--- src/rtl/byte_en_sp_ram_pkg.sv ---
// Shared types and constants for the byte-enabled single-port RAM.
// Latency: n/a (types only).
// Backpressure: n/a (types only).
package byte_en_sp_ram_pkg;

  typedef enum logic {
    ST_INIT  = 1'b0,
    ST_READY = 1'b1
  } state_t;

  localparam logic [7:0] DROP_CNT_MAX = 8'hFF;

endpackage

--- src/rtl/byte_en_sp_ram_core.sv ---
// Bare byte-enabled storage array with a registered read port and no reset.
// Latency: read data appears one clock after the address; read-first on collisions.
// Backpressure: none; every write strobe is committed at the next clock edge.
module sp_ram_core #(
  parameter int WORD_BIT_WIDTH      = 32,
  parameter int WORD_ADDR_BIT_WIDTH = 6
) (
  input  logic                          i_clk,
  input  logic                          i_we,
  input  logic [WORD_ADDR_BIT_WIDTH-1:0] i_word_addr,
  input  logic [WORD_BIT_WIDTH/8-1:0]   i_byte_en,
  input  logic [WORD_BIT_WIDTH-1:0]     i_wr_data,
  output logic [WORD_BIT_WIDTH-1:0]     o_rd_data
);

  localparam int NUM_BYTES = WORD_BIT_WIDTH / 8;
  localparam int DEPTH     = 1 << WORD_ADDR_BIT_WIDTH;

  logic [WORD_BIT_WIDTH-1:0] mem [DEPTH];

  // Byte-masked write plus registered read; the read sees the pre-write word.
  always_ff @(posedge i_clk) begin
    if (i_we) begin
      for (int b = 0; b < NUM_BYTES; b++) begin
        if (i_byte_en[b]) begin
          mem[i_word_addr][b*8 +: 8] <= i_wr_data[b*8 +: 8];
        end
      end
    end
    o_rd_data <= mem[i_word_addr];
  end

endmodule

--- src/rtl/byte_en_sp_ram.sv ---
// Byte-enabled single-port RAM with post-reset zero-fill and dropped-write counter.
// Latency: read data 1 clock after address (2 with OUTPUT_REG_IS_USED); writes visible next cycle.
// Backpressure: none; upstream writes during the zero-fill are discarded and counted.
module byte_en_sp_ram
  import byte_en_sp_ram_pkg::*;
#(
  parameter int WORD_BIT_WIDTH      = 32,
  parameter int WORD_ADDR_BIT_WIDTH = 6,
  parameter bit OUTPUT_REG_IS_USED  = 1'b0,
  parameter bit INIT_ZERO_ON_RESET  = 1'b1
) (
  input  logic                           i_clk,
  input  logic                           i_async_rst,
  input  logic                           i_we,
  input  logic [WORD_ADDR_BIT_WIDTH-1:0] i_word_addr,
  input  logic [WORD_BIT_WIDTH/8-1:0]    i_byte_en,
  input  logic [WORD_BIT_WIDTH-1:0]      i_wr_data,
  output logic [WORD_BIT_WIDTH-1:0]      o_rd_data,
  output logic                           o_init_busy,
  output logic [7:0]                     o_drop_cnt
);

  if ((WORD_BIT_WIDTH < 8) || ((WORD_BIT_WIDTH & (WORD_BIT_WIDTH - 1)) != 0)) begin : g_bad_word_width
    $error("byte_en_sp_ram: WORD_BIT_WIDTH must be a power of 2 and >= 8");
  end
  if ((WORD_ADDR_BIT_WIDTH < 1) || (WORD_ADDR_BIT_WIDTH > 20)) begin : g_bad_addr_width
    $error("byte_en_sp_ram: WORD_ADDR_BIT_WIDTH must be in 1..20");
  end

  state_t                           state_q;
  state_t                           state_d;
  logic [WORD_ADDR_BIT_WIDTH-1:0]   init_cnt_q;
  logic [7:0]                       drop_cnt_q;
  logic                             rd_gate_q;

  logic                             core_we;
  logic [WORD_ADDR_BIT_WIDTH-1:0]   core_addr;
  logic [WORD_BIT_WIDTH/8-1:0]      core_be;
  logic [WORD_BIT_WIDTH-1:0]        core_wr_data;
  logic [WORD_BIT_WIDTH-1:0]        core_rd_data;
  logic [WORD_BIT_WIDTH-1:0]        rd_gated;

  // State register: start in the fill only when zero-fill is enabled.
  always_ff @(posedge i_clk or posedge i_async_rst) begin
    if (i_async_rst) begin
      state_q <= INIT_ZERO_ON_RESET ? ST_INIT : ST_READY;
    end else begin
      state_q <= state_d;
    end
  end

  // Next state: leave the fill once the last word has been written.
  always_comb begin
    state_d = state_q;
    if ((state_q == ST_INIT) && (init_cnt_q == {WORD_ADDR_BIT_WIDTH{1'b1}})) begin
      state_d = ST_READY;
    end
  end

  // Outputs: busy flag and write-port mux (fill sequencer owns the port while busy).
  always_comb begin
    o_init_busy  = (state_q == ST_INIT);
    core_we      = i_we;
    core_addr    = i_word_addr;
    core_be      = i_byte_en;
    core_wr_data = i_wr_data;
    if (state_q == ST_INIT) begin
      core_we      = 1'b1;
      core_addr    = init_cnt_q;
      core_be      = '1;
      core_wr_data = '0;
    end
  end

  // Fill address counter, advances once per fill cycle.
  always_ff @(posedge i_clk or posedge i_async_rst) begin
    if (i_async_rst) begin
      init_cnt_q <= '0;
    end else if (state_q == ST_INIT) begin
      init_cnt_q <= init_cnt_q + 1'b1;
    end
  end

  // Saturating count of upstream writes discarded during the fill.
  always_ff @(posedge i_clk or posedge i_async_rst) begin
    if (i_async_rst) begin
      drop_cnt_q <= '0;
    end else if ((state_q == ST_INIT) && i_we && (drop_cnt_q != DROP_CNT_MAX)) begin
      drop_cnt_q <= drop_cnt_q + 8'd1;
    end
  end

  assign o_drop_cnt = drop_cnt_q;

  // Read gate: array data is only trusted for reads launched in ST_READY.
  always_ff @(posedge i_clk or posedge i_async_rst) begin
    if (i_async_rst) begin
      rd_gate_q <= 1'b0;
    end else begin
      rd_gate_q <= (state_q == ST_READY);
    end
  end

  assign rd_gated = rd_gate_q ? core_rd_data : '0;

  sp_ram_core #(
    .WORD_BIT_WIDTH      (WORD_BIT_WIDTH),
    .WORD_ADDR_BIT_WIDTH (WORD_ADDR_BIT_WIDTH)
  ) u_core (
    .i_clk       (i_clk),
    .i_we        (core_we),
    .i_word_addr (core_addr),
    .i_byte_en   (core_be),
    .i_wr_data   (core_wr_data),
    .o_rd_data   (core_rd_data)
  );

  if (OUTPUT_REG_IS_USED) begin : g_out_reg
    logic [WORD_BIT_WIDTH-1:0] rd_out_q;

    // Optional output stage adding one cycle of read latency.
    always_ff @(posedge i_clk or posedge i_async_rst) begin
      if (i_async_rst) begin
        rd_out_q <= '0;
      end else begin
        rd_out_q <= rd_gated;
      end
    end

    assign o_rd_data = rd_out_q;
  end else begin : g_no_out_reg
    assign o_rd_data = rd_gated;
  end

endmodule

--- config.mk ---
export PLATFORM = sky130hd
export DESIGN_NAME = byte_en_sp_ram
export DESIGN_NICKNAME = d
export VERILOG_FILES = /design/src/rtl/byte_en_sp_ram_pkg.sv /design/src/rtl/byte_en_sp_ram_core.sv /design/src/rtl/byte_en_sp_ram.sv
export SDC_FILE = /design/constraint.sdc
export NUM_CORES = 2
export LEC_CHECK = 0
export CORE_MARGIN = 5
export CORE_UTILIZATION = 35
export DETAILED_ROUTE_END_ITERATION = 8
export GPL_TIMING_DRIVEN = 0
export PLACE_DENSITY = 0.5
export SYNTH_ARGS = -nofsm -noshare
export SYNTH_HDL_FRONTEND = slang
export SYNTH_SLANG_ARGS = --single-unit
--- constraint.sdc ---
create_clock -name i_clk -period 6.35 [get_ports i_clk]
set_clock_uncertainty 0.2 [all_clocks]
set_input_delay 0.635 -clock i_clk [delete_from_list [all_inputs] [get_ports i_clk]]
set_output_delay 0.635 -clock i_clk [all_outputs]
set_load 0.005 [all_outputs]
### Yosys cells after proc, flatten, opt, wreduce, memory -nomap -nowiden

Memory sizes are Yosys's and may differ from the RTL's. A register that Yosys moved wholly into a read port is not among the register bits.
Cells that the tools add are included.

| word-level totals | value |
|---|---|
| flip-flop bits (word level) | 16 |
| word-level logic and storage cells | 30 |
| bits in writable memories | 2,048 |
| memories kept | 1 |
| output and inout port bits | 41 |

| cells by class | value |
|---|---|
| add/subtract/negate cells | 2 |
| bitwise gates (word level) | 1 |
| equality and inequality tests | 2 |
| reductions and logical operators | 3 |
| muxes and demuxes | 17 |

Memory list:

| name | words | bits a word | rd ports | clocked after Yosys merged registers in | wr ports | line | RTL |
|---|---|---|---|---|---|---|---|
| u_core.mem | 64 | 32 | 1 | 1 | 1 | byte_en_sp_ram_core.sv:19 | `logic [WORD_BIT_WIDTH-1:0] mem [DEPTH];` |

Operators by type and width:

| operator | number |
|---|---|
| two-way mux 32 bit | 2 |
| two-way mux 1 bit | 13 |
| adder 8 x 1 -> 8 bit, second input constant | 1 |
| inequality test 8 bit, second input constant | 1 |
| adder 6 x 1 -> 6 bit, second input constant | 1 |
| equality test 6 bit, second input constant | 1 |
| two-way mux 6 bit | 1 |
| two-way mux 4 bit | 1 |
| logical AND 1 bit | 3 |
| NOT 1 bit | 1 |

### Depth between registers and ports, before layout

| depth | value |
|---|---|
| word-level depth | 4 |
| depth in mapped cells | 10 |
| mapped depth without buffers | 7 |

### Hierarchy

Synthesis repeated with hierarchy kept, for this count alone.

| unflattened totals | value |
|---|---|
| cell total of the unflattened synthesis | 4,791 |
| area, all modules | 80,313.3 um^2 |

By module, submodules not included:

| module | area each (um^2) | cells an instance | seq. area each (um^2) | times used |
|---|---|---|---|---|
| sp_ram_core | 79,048.3 | 4,646 | 62,139.6 | 1 |
| byte_en_sp_ram | 1,265.0 | 145 | 400.4 | 1 |

### Worst setup path before layout

OpenSTA, ideal clock, no wires.

| timing | value |
|---|---|
| kind | register to register |
| from | register state_q |
| to | memory u_core.mem[62][0] (enable) |
| data arrival time | 2.420 ns |
| setup time | 0.385 ns |
| stages on the path, launching flop included | 8 |
| slack | 3.345 ns |
| data required time | 5.765 ns |
| period minus slack after synthesis | 3.005 ns |
| path through | dfrtp_1 -> buf_6 -> buf_4 -> o32ai_1 -> nand2_1 -> clkbuf_1 -> buf_1 -> nor3b_1 |

| on the way | value |
|---|---|
| word-level cells in the longest chain between the ends | 4 |

Ends and longest elaborated chain:

| what | line | RTL |
|---|---|---|
| start: declaration | byte_en_sp_ram.sv:30 | `state_t state_q;` |
| start signal: assignment | byte_en_sp_ram.sv:46 | `state_q <= INIT_ZERO_ON_RESET ? ST_INIT : ST_READY;` |
| start signal: assignment | byte_en_sp_ram.sv:48 | `state_q <= state_d;` |
| two-way mux 4 bit | byte_en_sp_ram.sv:67 | `if (state_q == ST_INIT) begin` |
| two-way mux 1 bit | byte_en_sp_ram_core.sv:25 | `if (i_byte_en[b]) begin` |
| two-way mux 1 bit | byte_en_sp_ram_core.sv:23 | `if (i_we) begin` |
| two-way mux 1 bit (implied by the code) | byte_en_sp_ram_core.sv:26 | `mem[i_word_addr][b*8 +: 8] <= i_wr_data[b*8 +: 8];` |
| end: declaration | byte_en_sp_ram_core.sv:19 |  |

Parallel ways exist; a longest one is shown, timed or not.

### Final worst setup path

| timing | value |
|---|---|
| from | register state_q |
| to | memory u_core.mem[49][1] (enable) |

The elaborated chain is that of the path after synthesis.

==> impl_metrics.yaml <==
status:
  outcome: "finished, violations left"
  failed_checks: "DRC, capacitance limit, slew limit"
cells_and_area:
  fin_cells: 7317
  finalInstanceArea_mm2: 0.0871
  drive_gt1_frac: 0.111
  synthToLayoutAreaGrowth_pct: 15.7
  n_fill_cell: 19100
  finish.net_count: 4337
route:
  avgViaCountPerCell: 6.08
  postRouteAntennaNets: 0
  drt-initial-drc-count: 7890
  drt_drc_violations_left: 9
  detailroute.via_count: 44500
  total_detailed_routing_wirelength_um: 271000
  detailedRoute.firstPassIterationCount: 9
  routedWlPerCell_um: 37.0
pwr:
  p_sw_mw: 5.41
  power.share.switching: 0.199
  pwr_density_cell_mw_per_mm2: 312
  p_int_mw: 21.8
  power.total_mw: 27.2
  sequentialPowerShare: 0.551
  clockPowerShare: 0.444
  cellLeakagePower_nw: 22.1
  vdd_ir_drop_max_uv: 284
  power.share.combinational: 0.005
critical_path:
  crit-reg2reg-capture: "u_core.mem[49][1]$_DFFE_PP_"
  critical_path.endpoint: "u_core.mem[49][1]$_DFFE_PP_"
  worst-setup-path-type: "reg2reg"
  timing.rr.start: "state_q$_DFFE_PP0P_"
  startpoint_type: "register"
  reg2reg_setup_slack_ns: 0.70
  critPathMaxFanout: 10
  critical_path.startpoint: "state_q$_DFFE_PP0P_"
  critPathArrivalTime_ns: 5.91
  worst-r2r-cell-count: 6
  worst_ep_required_time_ns: 6.61
  worstSetupEndpointType: "register"
yosys:
  synth-warning-count: 0
  asyncSetResetFlopFracSynth: 0.00763
  syn_nets: 4004
  mappedNetlistArea_mm2: 0.0753
  synth-edff-count: 2048
  postSynth.topFlopCell: "sky130_fd_sc_hd__edfxtp_1"
  syn-mean-instance-area_um2: 19.0
  gate_count_post_synth: 3957
  netlist-cell-type-count: 46
  number_of_flip_flops_and_latches_in_the_synthesized_netlist: 2096
  seq_area_frac_synth: 0.831
clock_network:
  clock_tree_from_tritoncts: "yes"
  cts-root-buf: "sky130_fd_sc_hd__clkbuf_16"
  tritoncts.num_buffers: 210
  cts_buffer_depth: 3
  worstSkewPairLatency_ns: 0.86
  postCtsSetupRepairBufs: 0
  cts_hold_repair.buffers: 0
  tritoncts_num_sinks: 2096
  cts.htree.levels: 4
  worst_setup_hold_path_clk_slew_ns: 0.06
  cts.repair.resized: 0
global_route:
  grt_start_max_net_pins: 61
  track_usage: 0.235
  gr-total-overflow: 0
  grt_pass1_wl_um: 362000
  grt_pass1_vias: 42600
  number_of_antenna_violations_at_the_first_check_in_global_routing: 20
floorplan:
  design.portCount: 86
  floorplan.die.height_um: 474
  placeableCoreArea_mm2: 0.214
  initial_core_util: 0.351
  die_area_mm2: 0.224
  row_count: 170
  die_x_um: 474
sta:
  timing.setup.tns_ns: 0
  rsz0062_at_grt: "false"
  final_critical_path_setup_slack_ns: 0.700
  setup_viol_count_final: 0
  final_min_period_over_clock_period: 0.890
  timing.fmax_mhz: 177
  timing_max_transition_violations_final: 60
  final_hold_viol_count: 0
  max_slew.worst_pin.slew_ns: 1.59
  timing.final.crit_period_ns: 5.65
  max-slew-margin-rel: -0.0604
placed_design:
  dp_worst_setup_slack_ns: 0.261
  place_hpwl_um: 185000
  place.gp.congestion: 0.894
  io_buffers: 85
  dp_cells: 6916
  placedInstanceArea_mm2: 0.0804
flow_run:
  maxCapViolCount: 6
min_path:
  worst_hold_class: "in2async"
[power groups by stage]
| stage | registers [mW] | logic (mW) | clock network (mW) |
|---|---|---|---|
| 6_report | 15.0 | 0.132 | 12.1 |
| 5_1_grt | 15.0 | 0.144 | 12.8 |
| 4_1_cts | 15.0 | 0.137 | 12.2 |
| 3_5_place_dp | 15.3 | 0.136 | 0 |
| 3_3_place_gp | 15.3 | 0.136 | 0 |
| 2_1_floorplan | 15.3 | 0.0364 | 0 |
[cell families (layout without fill, tap and decap cells)]
| group | count (synthesis) | after routing | share of synthesized area |
|---|---|---|---|
| compound gates | 1046 | 1046 | 0.118 |
| xor+xnor | 12 | 12 | 0.00140 |
| fa+ha+maj | 2 | 2 | 0.000332 |
| buf+inv | 291 | 799 | 0.0183 |
| flops | 2096 | 2096 | 0.831 |
| mux | 7 | 7 | 0.000981 |
| other cells | 0 | 14 | 0 |
| simple gates | 503 | 503 | 0.0304 |
[per-stage QoR]
step           utilization  hold slack (ns)
4_1_cts              0.406            0.185
3_5_place_dp         0.376            0.289
2_1_floorplan            -            0.282
6_report             0.407            0.199
3_3_place_gp         0.372            0.288
5_1_grt              0.407            0.261
[placed cells by master, fill, tap and decap left out, types with 11 or more instances in the layout]
cell,count
sky130_fd_sc_hd__buf_6,26
sky130_fd_sc_hd__and2_2,32
sky130_fd_sc_hd__nand2_1,87
sky130_fd_sc_hd__a31oi_1,256
sky130_fd_sc_hd__buf_2,76
sky130_fd_sc_hd__buf_1,28
sky130_fd_sc_hd__nor4_1,64
sky130_fd_sc_hd__clkinv_1,47
sky130_fd_sc_hd__buf_12,29
sky130_fd_sc_hd__edfxtp_1,2048
sky130_fd_sc_hd__a222oi_1,510
sky130_fd_sc_hd__bufinv_16,12
sky130_fd_sc_hd__nor2_1,260
sky130_fd_sc_hd__clkbuf_8,11
sky130_fd_sc_hd__clkinv_2,43
sky130_fd_sc_hd__dfrtp_1,16
sky130_fd_sc_hd__dfxtp_1,32
sky130_fd_sc_hd__clkdlybuf4s50_1,85
sky130_fd_sc_hd__clkbuf_16,213
sky130_fd_sc_hd__diode_2,14
sky130_fd_sc_hd__a22oi_1,258
sky130_fd_sc_hd__clkbuf_1,184
sky130_fd_sc_hd__and2_1,32
[Yosys cell counts (2+ instances only)]
cell,n,area [um^2]
sky130_fd_sc_hd__a222oi_1,510,5100
sky130_fd_sc_hd__a22o_1,2,17.5
sky130_fd_sc_hd__a22oi_1,258,1940
sky130_fd_sc_hd__a2bb2oi_1,2,17.5
sky130_fd_sc_hd__a31oi_1,256,1600
sky130_fd_sc_hd__and2_1,64,400
sky130_fd_sc_hd__and3_1,2,12.5
sky130_fd_sc_hd__buf_1,30,113
sky130_fd_sc_hd__buf_2,76,380
sky130_fd_sc_hd__buf_4,2,15.0
sky130_fd_sc_hd__buf_6,24,270
sky130_fd_sc_hd__clkbuf_1,152,571
sky130_fd_sc_hd__dfrtp_1,16,400
sky130_fd_sc_hd__dfxtp_1,32,641
sky130_fd_sc_hd__edfxtp_1,2048,61500
sky130_fd_sc_hd__ha_1,2,25.0
sky130_fd_sc_hd__inv_1,7,26.3
sky130_fd_sc_hd__mux2_2,3,33.8
sky130_fd_sc_hd__mux2i_1,4,40.0
sky130_fd_sc_hd__nand2_1,87,327
sky130_fd_sc_hd__nand2_2,2,12.5
sky130_fd_sc_hd__nand2b_1,5,31.3
sky130_fd_sc_hd__nand3_1,5,25.0
sky130_fd_sc_hd__nand4_1,4,25.0
sky130_fd_sc_hd__nor2_1,260,976
sky130_fd_sc_hd__nor2b_1,3,18.8
sky130_fd_sc_hd__nor3b_1,3,22.5
sky130_fd_sc_hd__nor4_1,64,400
sky130_fd_sc_hd__o22a_1,2,17.5
sky130_fd_sc_hd__o22ai_2,3,37.5
sky130_fd_sc_hd__o32ai_1,4,35.0
sky130_fd_sc_hd__xnor2_1,10,87.6
sky130_fd_sc_hd__xor2_1,2,17.5
[cell type report]
class	instances	area, um^2	area share
inverters	7	26.3	0.000302
clock buffers	261	5620	0.0645
plain buffers	284	1360	0.0156
well taps	2838	3550	0.0408
diodes	14	35.0	0.000402
repair buffers	121	1550	0.0178
multi-input cells	1570	11400	0.131
clock inverters	126	1020	0.0117
flip-flops and latches	2096	62500	0.718
[how the worst min path moves through the flow]
stage,start,end,cells after the start
floorplan,o_drop_cnt[6]$_DFFE_PP0P_,o_drop_cnt[6]$_DFFE_PP0P_,1
global placement,o_drop_cnt[6]$_DFFE_PP0P_,o_drop_cnt[6]$_DFFE_PP0P_,1
detailed placement,o_drop_cnt[6]$_DFFE_PP0P_,o_drop_cnt[6]$_DFFE_PP0P_,1
CTS,i_async_rst,o_drop_cnt[1]$_DFFE_PP0P_,2
global route,i_async_rst,o_drop_cnt[1]$_DFFE_PP0P_,2
finish,i_async_rst,o_drop_cnt[1]$_DFFE_PP0P_,2
[worst max-delay path: stages (launching register included)]
cell                       delay, ns
sky130_fd_sc_hd__dfrtp_1        0.56
sky130_fd_sc_hd__buf_6          0.22
sky130_fd_sc_hd__mux2i_1        0.81
sky130_fd_sc_hd__nand2_1        0.87
sky130_fd_sc_hd__clkbuf_1       0.68
sky130_fd_sc_hd__buf_1          0.73
sky130_fd_sc_hd__nor2_1         1.13
[flip-flops by register name (all words and copies together), names as in the netlist]
name              flops
state_q               1
o_drop_cnt            8
u_core.mem         2048
rd_gate_q             1
init_cnt_q            6
u_core.o_rd_data     32
[metal layers]
layer,part of all wire,vias to the layer above,track usage
li1,-,17900,-
met1,0.40,23300,0.318
met2,0.45,2747,0.361
met3,0.10,447,0.0580
met4,0.047,8,0.103
met5,0.00018,-,0
Power figures use the tool's default switching activity.
